<file path="src/rtl/cavlc_blk_end_ctrl_if.sv">
// Block-level control/status bundle between the CAVLC decoder FSM and the end-of-block controller.
// The decoder side is the master; the controller answers with registered status only.
interface cavlc_blk_end_ctrl_if #(
   parameter int NUM_CH = 3,
   parameter int CNT_W  = 5,
   parameter int CH_W   = 2
);
   logic              mb_start;
   logic              blk_start;
   logic [CNT_W-1:0]  total_coeff;
   logic [CH_W-1:0]   ch_idx;
   logic              is_dc;
   logic              level_valid;
   logic              err_clear;
   logic              end_of_blk;
   logic              busy;
   logic [CNT_W-1:0]  coeff_remaining;
   logic [NUM_CH-1:0] dc_all_zero;
   logic              err;

   modport master (
      output mb_start, blk_start, total_coeff, ch_idx, is_dc, level_valid, err_clear,
      input  end_of_blk, busy, coeff_remaining, dc_all_zero, err
   );

   modport slave (
      input  mb_start, blk_start, total_coeff, ch_idx, is_dc, level_valid, err_clear,
      output end_of_blk, busy, coeff_remaining, dc_all_zero, err
   );
endinterface

</file>
<file path="src/rtl/cavlc_blk_end_ctrl.sv">
// Counts down a block's TotalCoeff on level/run steps and pulses end_of_blk one cycle after the last one;
// all outputs registered (1-cycle latency), no backpressure: protocol violations only raise the sticky err.
module cavlc_blk_end_ctrl #(
   parameter int MAX_COEFF = 16,
   parameter int NUM_CH    = 3,
   parameter int CNT_W     = 5,
   parameter int CH_W      = 2
) (
   input logic              clk,
   input logic              reset,
   cavlc_blk_end_ctrl_if.slave bus
);

   typedef enum logic [1:0] {IDLE, COUNT, DONE} state_t;

   localparam logic [CNT_W-1:0] MAX_C = CNT_W'(MAX_COEFF);

   state_t            state_q, state_d;
   logic [CNT_W-1:0]  cnt_q, cnt_d;
   logic [NUM_CH-1:0] dc_q, dc_d;
   logic              err_q, err_d;

   logic              accept_blk;
   logic              blk_bad;
   logic              lv_bad;
   logic              tc_over;
   logic              ch_bad;
   logic [CNT_W-1:0]  tc_clamped;

   always_ff @(posedge clk or posedge reset) begin
      if (reset) begin
         state_q <= IDLE;
         cnt_q   <= '0;
         dc_q    <= '1;
         err_q   <= 1'b0;
      end else begin
         state_q <= state_d;
         cnt_q   <= cnt_d;
         dc_q    <= dc_d;
         err_q   <= err_d;
      end
   end

   always_comb begin
      state_d    = state_q;
      cnt_d      = cnt_q;
      dc_d       = bus.mb_start ? {NUM_CH{1'b1}} : dc_q;
      err_d      = bus.err_clear ? 1'b0 : err_q;

      // DONE accepts a new block exactly like IDLE so back-to-back blocks lose no cycle
      accept_blk = bus.blk_start && (state_q != COUNT);
      blk_bad    = bus.blk_start && (state_q == COUNT);
      lv_bad     = bus.level_valid && (state_q != COUNT);
      tc_over    = accept_blk && (bus.total_coeff > MAX_C);
      ch_bad     = accept_blk && (int'(bus.ch_idx) >= NUM_CH);
      tc_clamped = tc_over ? MAX_C : bus.total_coeff;

      case (state_q)
         COUNT: begin
            if (bus.level_valid) begin
               cnt_d = cnt_q - CNT_W'(1);
               if (cnt_q == CNT_W'(1)) begin
                  state_d = DONE;
               end
            end
         end
         default: begin
            state_d = IDLE;
            if (accept_blk) begin
               cnt_d   = tc_clamped;
               state_d = (tc_clamped == '0) ? DONE : COUNT;
            end
         end
      endcase

      // A clearing DC block overrides a simultaneous mb_start re-arm for its own channel only
      for (int c = 0; c < NUM_CH; c++) begin
         if (accept_blk && bus.is_dc && (bus.total_coeff != '0) && (int'(bus.ch_idx) == c)) begin
            dc_d[c] = 1'b0;
         end
      end

      if (blk_bad || lv_bad || tc_over || ch_bad) begin
         err_d = 1'b1;
      end
   end

   assign bus.end_of_blk      = (state_q == DONE);
   assign bus.busy            = (state_q == COUNT);
   assign bus.coeff_remaining = cnt_q;
   assign bus.dc_all_zero     = dc_q;
   assign bus.err             = err_q;

endmodule

</file>
<file path="src/flat_wrapper.sv">
// flat-port wrapper written by rule: the top's interface ports become plain ports
module cavlc_blk_end_ctrl_flat 
#(
   parameter int MAX_COEFF = 16,
   parameter int NUM_CH    = 3,
   parameter int CNT_W     = 5,
   parameter int CH_W      = 2
)
  (clk, reset, bus_mb_start, bus_blk_start, bus_total_coeff, bus_ch_idx, bus_is_dc, bus_level_valid, bus_err_clear, bus_end_of_blk, bus_busy, bus_coeff_remaining, bus_dc_all_zero, bus_err);
  cavlc_blk_end_ctrl_if #(.NUM_CH(NUM_CH), .CNT_W(CNT_W), .CH_W(CH_W)) bus_i ();
  input logic clk;
  input logic reset;
  input wire logic [$bits(bus_i.mb_start)-1:0] bus_mb_start;
  input wire logic [$bits(bus_i.blk_start)-1:0] bus_blk_start;
  input wire logic [$bits(bus_i.total_coeff)-1:0] bus_total_coeff;
  input wire logic [$bits(bus_i.ch_idx)-1:0] bus_ch_idx;
  input wire logic [$bits(bus_i.is_dc)-1:0] bus_is_dc;
  input wire logic [$bits(bus_i.level_valid)-1:0] bus_level_valid;
  input wire logic [$bits(bus_i.err_clear)-1:0] bus_err_clear;
  output wire logic [$bits(bus_i.end_of_blk)-1:0] bus_end_of_blk;
  output wire logic [$bits(bus_i.busy)-1:0] bus_busy;
  output wire logic [$bits(bus_i.coeff_remaining)-1:0] bus_coeff_remaining;
  output wire logic [$bits(bus_i.dc_all_zero)-1:0] bus_dc_all_zero;
  output wire logic [$bits(bus_i.err)-1:0] bus_err;
  assign bus_i.mb_start = bus_mb_start;
  assign bus_i.blk_start = bus_blk_start;
  assign bus_i.total_coeff = bus_total_coeff;
  assign bus_i.ch_idx = bus_ch_idx;
  assign bus_i.is_dc = bus_is_dc;
  assign bus_i.level_valid = bus_level_valid;
  assign bus_i.err_clear = bus_err_clear;
  assign bus_end_of_blk = bus_i.end_of_blk;
  assign bus_busy = bus_i.busy;
  assign bus_coeff_remaining = bus_i.coeff_remaining;
  assign bus_dc_all_zero = bus_i.dc_all_zero;
  assign bus_err = bus_i.err;
  cavlc_blk_end_ctrl #(.MAX_COEFF(MAX_COEFF), .NUM_CH(NUM_CH), .CNT_W(CNT_W), .CH_W(CH_W)) u_core (.clk(clk), .reset(reset), .bus(bus_i));
endmodule
</file>
<file path="config.mk">
export PLATFORM = sky130hd
export DESIGN_NAME = cavlc_blk_end_ctrl_flat
export DESIGN_NICKNAME = d
export VERILOG_FILES = /design/src/rtl/cavlc_blk_end_ctrl_if.sv /design/src/rtl/cavlc_blk_end_ctrl.sv /design/src/flat_wrapper.sv
export SDC_FILE = /design/constraint.sdc
export NUM_CORES = 1
export LEC_CHECK = 0
export CAP_MARGIN = 10
export CORE_ASPECT_RATIO = 1.4
export CORE_MARGIN = 2
export CORE_UTILIZATION = 39
export CTS_CLUSTER_DIAMETER = 30
export CTS_CLUSTER_SIZE = 10
export DETAILED_ROUTE_END_ITERATION = 16
export PLACE_DENSITY = 0.74
export SYNTH_ARGS = -nofsm -noshare
export SYNTH_HDL_FRONTEND = slang
export SYNTH_SLANG_ARGS = --single-unit
</file>
<file path="constraint.sdc">
create_clock -name clk -period 1.2 [get_ports clk]
set_input_delay 0.24 -clock clk [delete_from_list [all_inputs] [get_ports clk]]
set_output_delay 0.24 -clock clk [all_outputs]
set_load 0.03 [all_outputs]
</file>
==> results of run 1 <==
[metrics by stage]
step                cell area, um^2  cells
global route                   1250    136
CTS                            1180    136
finish                         1250    136
floorplan                       734     70
global placement               1050    126
detailed placement             1050    126
[cell type report]
type                       instances  area (um^2)  share of cell area, %
multi-input combinational         51          465                   37.3
clock buffer                       4         26.3                   2.11
sequential                        11          283                   22.7
inverter                           6         27.5                   2.21
tap                               20         25.0                   2.01
timing repair buffer              44          419                   33.6
[flip-flops by register name, summed over array words and instances, names as in the netlist]
register                    cells
u_core.bus.dc_all_zero          3
u_core.state_q                  2
u_core.bus.err                  1
u_core.bus.coeff_remaining      5
[how the worst max path moves through the flow]
stage	from	slack, ns	end	cells after the start
after floorplan	u_core.bus.coeff_remaining[1]	-0.14	u_core.bus.coeff_remaining[2]	5
after global placement	bus_level_valid	-0.33	u_core.bus.coeff_remaining[4]	4
after detailed placement	bus_total_coeff[1]	-0.40	u_core.state_q[1]	4
after CTS	u_core.state_q[0]	-0.13	u_core.bus.coeff_remaining[4]	5
after global routing	u_core.state_q[1]	-0.17	bus_busy	4
final	u_core.state_q[1]	-0.13	bus_busy	4
[layer usage]
layer	global-route usage [%]	up-vias	share of wire, %
li1	-	351	-
met1	23.7	355	38
met2	39.2	27	53
met3	3.66	7	5.4
met4	16.1	0	3.1
met5	0	-	0
[worst max-delay path, cell delays in order, from the launching register on]
cell      delay (ns)
dfrtp_1         0.38
nand2b_4        0.17
inv_6           0.07
buf_6           0.08
buf_6           0.11
[synth_stat cells, types with 2 or more instances]
| cell type | n |
|---|---|
| nand2b_1 | 2 |
| ha_1 | 2 |
| dfstp_2 | 3 |
| inv_1 | 5 |
| and3_2 | 4 |
| a21oi_1 | 5 |
| nand2_1 | 3 |
| a221o_1 | 3 |
| a31oi_1 | 2 |
| nor2_1 | 8 |
| nand3_1 | 2 |
| dfrtp_1 | 8 |
[report_power, final]
part / internal [mW] / switching, mW / leakage (nW)
registers: 0.503 / 0.140 / 0.124
logic: 0.964 / 0.844 / 0.405
clock network: 0.129 / 0.138 / 0.0150
total: 1.60 / 1.12 / 0.544
[what timing repair did]
item                       in CTS  in global routing
gates resized for setup        18                 14
setup buffers                   6                  0
pin swaps                       5                  6
setup endpoints to repair      16                 19
[cell families (layout without fill, tap and decap cells)]
kind of cell / count (synthesis) / count (layout) / synth area share, %
flip-flops: 11 / 11 / 39.4
AND/OR/NAND/NOR: 31 / 31 / 29.7
adder cells (fa/ha/maj): 2 / 2 / 3.53
buffers and inverters: 8 / 54 / 8.30
AO/OA/AOI/OAI: 18 / 18 / 19.1
==> flow_summary_export.csv, run 1 <==
group,metric,value,unit
status,status,"finished with violations",
status,violations,"setup timing",
yosys,yosysUniqueCellTypes,35,
route,viasPerCell,5.44,
pwr,p_leak,0.544,nW
sta,finClkSkew,0.00652,ns
sta,period_minus_slack,1.33,ns
finish,fin_util,71.9,%
yosys,syn-num-nets,86,
critical_path,ff2ff_setup_slack,-0.11,ns
die,core,0.00173,mm^2
yosys,ys_warn_count,0,
die,die_y,54.4,um
job,maxCapViolations,0,
sta,hold_viol_final,0,
route,drc,0,
sta,finalCritPeriodShare,111,%
sta,whs,0.253,ns
grt,track_usage,22.7,%
route,wire_per_inst,15.1,um
critical_path,critPathCaptureType,"output pin",
cts,cts_hold_buf,0,
grt,grt_pass1_vias,785,
route,drtIter0Drc,7,
critical_path,cp_max_fo,3,
route,vias,740,
cts,clock_latency,0.28,ns
critical_path,start_kind,"flop",
finish,diodes,0,
sta,setup_viol,11,
place,place.gp.congestion,0.814,
die,die_w,40.0,um
die,dieArea,0.00218,mm^2
cts,clock-sinks,11,
min_path,worstHoldPathType,"input port to asynchronous set/reset pin",
finish,area_delta_synth_final,76.0,%
pwr,power,2.72,mW
finish,drive_above_1_share,54.3,%
yosys,synth_edf_count,0,
sta,relSlewSlack,70.4,%
sta,rsz0062_at_grt,"yes",
yosys,synth-seq-cells,11,
critical_path,required,0.96,ns
grt,grt.overflow.total,0,
yosys,ys_seq_area_share,39.4,%
cts,cts_buffers,3,
pwr,ir_drop,1.56,mV
finish,final_cell_mix,"buf_4 (17), buf_6 (13), clkdlybuf4s50_1 (10)",
place,place_ws,-0.401,ns
grt,antenna_found_initial,0,
finish,final_common_cell,"buf_4",
sta,tightest_slew,0.443,ns
critical_path,regToRegStartpoint,"u_core.bus.coeff_remaining[0]",
grt,grt_pass1_wl,3280,um
route,first_pass_iters,4,
cts,path_clk_slew,0.08,ns
cts,cts_buffer_depth,2,
yosys,synth.top_cell.area_share,28.3,%
yosys,netlist_top_cells_area,"dfrtp_1 (28%), dfstp_2 (11%), a221o_1 (4.2%)",
finish,nFillCells,126,
critical_path,critPathArrivalTime,1.09,ns
die,io_pins,25,
sta,setup_ws,-0.134,ns
route,drtAntennaViolNets,0,
sta,max_freq,750,MHz
yosys,synthFlopType,"dfrtp_1",
critical_path,worstReg2RegEnd,"u_core.bus.coeff_remaining[2]",
place,dpl.hpwl,1420,um
cts,cts_tree,"built",
die,num_rows,18,
die,initial_core_util,40.8,%
yosys,synthesis.area,708,um^2
cts,cts_root_buf,"clkbuf_4",
yosys,synth.avg_cell_area,10.1,um^2
cts,htreeDepth,1,
finish,fin_nets,133,
pwr,power_density,2180,mW/mm^2
critical_path,path_class,"flop to output pin",
sta,drv_slew,0,
critical_path,reg2reg_depth,5,
yosys,synth-async-reset-ratio,100,%
route,drt_wl_total,2060,um
sta,fin_tns_setup,-0.588,ns
yosys,yosysTopAreaCell,"dfrtp_1",
yosys,synthCells,70,
place,port_buffers,24,
grt,grt_start_max_net_pins,12,
(Power assumes the default switching activity.)
==> run 2, diff against run 1 <==
SETUP_SLACK_MARGIN = 0.02   (was not set)
==> flow_summary_export.csv, run 2 (synthesis results as in run 1) <==
group,metric,value,unit
status,status,"finished with violations",
status,violations,"setup timing",
sta,period_minus_slack,1.33,ns
grt,grt_pass1_vias,791,
cts,clock-sinks,11,
pwr,p_seq_share,22.8,%
place,place.gp.congestion,0.814,
pwr,pwr-share-comb,67.9,%
critical_path,path_class,"flop to output pin",
cts,path_clk_slew,0.07,ns
sta,setup_ws,-0.134,ns
cts,cts_buffer_depth,2,
pwr,power_density,2200,mW/mm^2
sta,max_freq,750,MHz
sta,tightest_slew,0.433,ns
pwr,p_switching,1.18,mW
cts,clock_latency,0.28,ns
die,dieArea,0.00218,mm^2
pwr,p_leak,0.560,nW
critical_path,start_kind,"flop",
route,drc,0,
pwr,swShare,41.3,%
finish,diodes,0,
sta,fin_tns_setup,-0.836,ns
grt,grt_pass1_wl,3280,um
finish,drive_above_1_share,59.3,%
sta,hold_viol_final,0,
finish,area_delta_synth_final,82.9,%
sta,finalCritPeriodShare,111,%
pwr,power,2.85,mW
grt,grt.overflow.total,0,
route,drtAntennaViolNets,0,
finish,largest_reg_flops,5,
critical_path,critPathCaptureType,"output pin",
cts,cts_buffers,3,
pwr,ir_drop,1.54,mV
sta,finClkSkew,0.00378,ns
sta,rsz0062_at_grt,"yes",
finish,fin_nets,135,
route,first_pass_iters,4,
critical_path,required,0.96,ns
min_path,worstHoldPathType,"input port to asynchronous set/reset pin",
grt,grt_start_max_net_pins,12,
sta,setup_viol,12,
sta,relSlewSlack,71.1,%
die,die_w,40.0,um
route,drt_wl_total,2100,um
place,place_ws,-0.401,ns
die,core,0.00173,mm^2
cts,htreeDepth,1,
die,die_y,54.4,um
die,initial_core_util,40.8,%
die,num_rows,18,
route,drtIter0Drc,3,
sta,drv_slew,0,
finish,final_cell_mix,"buf_4 (19), buf_6 (13), clkdlybuf4s50_1 (10)",
pwr,clock_power_share,9.3,%
job,maxCapViolations,0,
die,io_pins,25,
route,viasPerCell,5.37,
grt,antenna_found_initial,0,
grt,track_usage,22.7,%
finish,final_common_cell,"buf_4",
finish,seq_area,284,um^2
critical_path,critPathArrivalTime,1.09,ns
critical_path,cp_max_fo,3,
cts,cts_hold_buf,0,
pwr,p_int,1.67,mW
finish,multiInputGateArea,494,um^2
place,dpl.hpwl,1420,um
finish,nFillCells,122,
cts,cts_tree,"built",
route,wire_per_inst,15.2,um
cts,cts_root_buf,"clkbuf_4",
finish,fin_util,74.7,%
route,vias,741,
place,port_buffers,24,
==> run 2: stage by stage <==
step	hold WS, ns	std cells	cell area, um^2
floorplan	0.0902	70	734
detailed placement	0.491	126	1050
global route	0.304	138	1290
global placement	0.484	126	1050
finish	0.251	138	1290
CTS	0.260	136	1180
==> run 2: critical path, stage by stage (launching register included) <==
cell and delay (ns):
dfrtp_1 0.38, nand2b_4 0.17, inv_6 0.07, buf_6 0.08
buf_6 0.11
==> run 2: worst paths after layout <==
check | from | to | slack [ns] | depth (start not counted)
setup / recovery | u_core.state_q[1] | bus_busy | -0.13 | 4
hold reg to reg | u_core.bus.dc_all_zero[0] | u_core.bus.dc_all_zero[0] | 0.53 | 2
max in group asynchronous | reset | u_core.bus.dc_all_zero[0] | 0.62 | 2
setup reg to reg | u_core.bus.coeff_remaining[0] | u_core.bus.coeff_remaining[2] | -0.10 | 5
hold / removal | reset | u_core.bus.err | 0.25 | 2
min in group clk | bus_total_coeff[1] | u_core.bus.coeff_remaining[1] | 0.36 | 3
==> run 2: repair_timing <==
| item | CTS | global route |
|---|---|---|
| resized for setup | 17 | 23 |
| endpoints found under the setup margin | 20 | 20 |
| cloned | 0 | 0 |
| buffers inserted | 6 | 3 |
| endpoints found under the hold margin | 0 | 0 |
| pin swaps | 5 | 11 |
==> run 2: cell type report <==
class                   count  share of cell area [%]
flip-flops and latches     11                    21.9
well taps                  20                    1.93
multi-input cells          51                    38.2
inverters                   6                    2.13
clock buffers               4                    2.03
repair buffers             46                    33.8
==> run 2: power by group through the flow <==
stage	Sequential [mW]	Combinational [mW]	Clock, mW
after floorplan	0.826	0.719	0
after global placement	0.618	1.40	0
after detailed placement	0.629	1.42	0
after CTS	0.650	1.66	0.272
after global routing	0.665	2.09	0.287
final	0.647	1.93	0.265
==> run 2: per-layer routing <==
| layer | track usage, % | routed length, um |
|---|---|---|
| met1 | 23.5 | 839 |
| met2 | 38.7 | 1110 |
| met3 | 3.66 | 86 |
| met4 | 17.8 | 66 |
| met5 | 0 | 0 |
==> RTL edit, RTL diff (config.mk and constraints of run 1) <==
`NUM_CH` is set to 3 in 3 places; all go to 5.
--- a/src/rtl/cavlc_blk_end_ctrl_if.sv
+++ b/src/rtl/cavlc_blk_end_ctrl_if.sv
@@ -2,5 +2,5 @@
 // The decoder side is the master; the controller answers with registered status only.
 interface cavlc_blk_end_ctrl_if #(
-   parameter int NUM_CH = 3,
+   parameter int NUM_CH = 5,
    parameter int CNT_W  = 5,
    parameter int CH_W   = 2
--- a/src/rtl/cavlc_blk_end_ctrl.sv
+++ b/src/rtl/cavlc_blk_end_ctrl.sv
@@ -3,5 +3,5 @@
 module cavlc_blk_end_ctrl #(
    parameter int MAX_COEFF = 16,
-   parameter int NUM_CH    = 3,
+   parameter int NUM_CH    = 5,
    parameter int CNT_W     = 5,
    parameter int CH_W      = 2
--- a/src/flat_wrapper.sv
+++ b/src/flat_wrapper.sv
@@ -3,5 +3,5 @@
 #(
    parameter int MAX_COEFF = 16,
-   parameter int NUM_CH    = 3,
+   parameter int NUM_CH    = 5,
    parameter int CNT_W     = 5,
    parameter int CH_W      = 2
Interface: changed (resized bus_dc_all_zero); port bits go from 25 to 27. The function was not compared with the original's and may differ.
==> RTL edit against run 1 <==
- cell area grew 7.1%
- critical endpoint is now u_core.bus.coeff_remaining[1]
- global-route usage shrank 2.3 points
- clock power grew 2%
- first-iteration DRC count grew to 2.7 times the old value
- area after synthesis grew 0.53%
- power grew 13%
- setup slack lost 0.035 ns
- routed wire length grew 12%
- largest power group unchanged
- non-clock buffer count grew 6
- utilization grew 5.1 points
- sequential share of layout area grew 0.55 points
- sequential cell count grew 1
- the run still ends with setup timing left
==> RTL edit: results (changes against run 1) <==
Cells and area
  • # fillers: 113 (-10%)
  • Share of cells above drive strength 1: 0.624 (+0.0808)
  • Ant. Diodes: 0 (unchanged)
  • Max FFs per register: 5 (unchanged)
  • Post-layout nets: 134 (+0.75%)

Clocking
  • Cell at the root of the clock tree: clkbuf_4
  • Bufs on Longest Clock Path: 2 (unchanged)
  • H-tree levels: 1 (unchanged)
  • Clk_lat worst skew: 0.28 ns (about the same)
  • Clk slew on worst S/H paths: 0.08 ns (about the same)
  • CTS Buf Count: 3 (unchanged)

Routing
  • Vias: 764 (+3.2%)
  • Routed len/inst: 16.7 µm (+11%)
  • Pre-Repair DR Iteration Count: 4 (unchanged)
  • Iter 0 DRT Violations: 19 (+12)

Place
  • DP HPWL: 1440 µm (+1.5%)
  • GP Congestion: 0.810 (-0.55%)
  • DP Area: 1070 µm² (+2.6%)
  • Pre-CTS setup slack: -0.587 ns (-0.185 ns)
  • Port bufs: 25 (+4.2%)

Timing
  • Setup TNS: -1.44 ns (-0.851 ns)
  • Final-report setup violation count: 17 (+6)
  • Clock skew: 0.00610 ns (-0.000421 ns)
  • Worst setup margin: -0.169 ns (-0.0353 ns)

Synthesis
  • Synth Warn #: 0 (unchanged)
  • Post-synth cell types: 37 (+5.7%)
  • FFs w/ async S/R, synth: 1.00 (unchanged)
  • Top cells by count, synth: dfrtp_1, dfstp_2, inv_1, o32a_2
  • Syn_nets: 82 (-4.7%)
  • Most used DFF post-synth: dfrtp_1
  • Sequential area share after synthesis: 0.429 (+0.0348)
  • Synth area leaders: dfrtp_1, dfstp_2, o32a_2

Critical path
  • Crit path max-delay cell type: dfrtp_1
  • Worst Path Arrival: 1.54 ns (+0.45 ns)
  • Crit path largest cell delay: 0.40 ns (+0.02 ns)
  • Worst-path fanout max: 8 (+5)
  • Cell family with most CP delay: flip-flops

GRT
  • Maximum number of pins on one net before global-route repair: 13 (+1)
  • Vias in the first global route: 676 (-14%)
  • Number of antenna violations at the first check in global routing: 0 (unchanged)
  • GRT Total Usage: 0.204 (-0.0229)
  • First-pass GRT wire length: 2880 µm (-12%)

Outcome
  • Failing checks: setup timing
  • Outcome: complete, but fails checks

Pwr
  • VDD IR max: 1.63 mV (+4.5%)
  • Pleak: 0.000593 µW (+9.1%)

Min path
  • Classification of the worst-slack hold path: in -> async
RTL edit: cell types whose count changed in the layout (fill, tap and decap cells not counted), moves of 3 or more:
cell,run 1,this run
buf_6,13,19
nor2_1,7,1
clkdlybuf4s50_1,10,7
o32a_2,0,4
RTL edit: area by class of cell:
cell class,instances,area (µm²),share of cell area
clock buffers,4,26.3,0.0197
inverters,5,23.8,0.0178
multi-input cells,46,468,0.351
flip-flops and latches,12,310,0.232
well taps,20,25.0,0.0187
repair buffers,50,482,0.361
RTL edit: through the flow:
| stage | instances | util |
|---|---|---|
| 3_5_place_dp | 123 | 0.619 |
| 4_1_cts | 132 | 0.698 |
| 6_report | 137 | 0.770 |
| 2_1_floorplan | 66 | - |
| 3_3_place_gp | 123 | 0.619 |
| 5_1_grt | 137 | 0.770 |
RTL edit: per-layer routing:
layer | vias up | routed length [µm] | GRT usage | share of wire
li1 | 356 | - | - | -
met2 | 35 | 1280 | 0.349 | 0.56
met5 | - | 0 | 0 | 0
met4 | 0 | 59 | 0.155 | 0.026
met3 | 6 | 147 | 0.0447 | 0.064
met1 | 367 | 805 | 0.205 | 0.35
RTL edit: what timing repair did:
item / CTS / global route
pin swaps: 6 / 4
buffers inserted: 5 / 5
setup endpoints to repair: 21 / 21
gates resized for setup: 24 / 20
RTL edit: logic make-up (layout without fill, tap and decap cells):
kind of cell | Yosys count | count (layout) | synth area share
AOI/OAI and AO/OA | 16 | 16 | 0.211
adders and majority gates | 2 | 2 | 0.0351
buffers and inverters | 8 | 59 | 0.0738
DFF | 12 | 12 | 0.429
muxes | 2 | 2 | 0.0299
other | 1 | 1 | 0.00527
and+or+nand+nor | 25 | 25 | 0.216
RTL edit: power breakdown:
| group | switching, µW | internal, µW |
|---|---|---|
| clock | 144 | 129 |
| combinational | 933 | 1160 |
| sequential | 162 | 547 |
RTL edit: final timing paths:
| check | startpoint | slack, ns | to | depth (start not counted) |
|---|---|---|---|---|
| worst max-delay path | u_core.state_q[1] | -0.17 | u_core.bus.coeff_remaining[1] | 4 |
| worst min-delay path | reset | 0.24 | u_core.bus.coeff_remaining[1] | 3 |
| worst max register to register | u_core.state_q[1] | -0.17 | u_core.bus.coeff_remaining[1] | 4 |
| worst min register to register | u_core.bus.dc_all_zero[1] | 0.55 | u_core.bus.dc_all_zero[1] | 1 |
| max in group asynchronous | reset | 0.73 | u_core.bus.dc_all_zero[3] | 3 |
| min in group clk | bus_total_coeff[1] | 0.35 | u_core.bus.coeff_remaining[1] | 2 |
RTL edit: worst register-to-register path, delay by kind of cell, from the launching register on:
kind / cells / cell delay (ns)
DFF: 1 / 0.40
AOI/OAI and AO/OA: 1 / 0.36
and+or+nand+nor: 2 / 0.35
buffers and inverters: 1 / 0.15
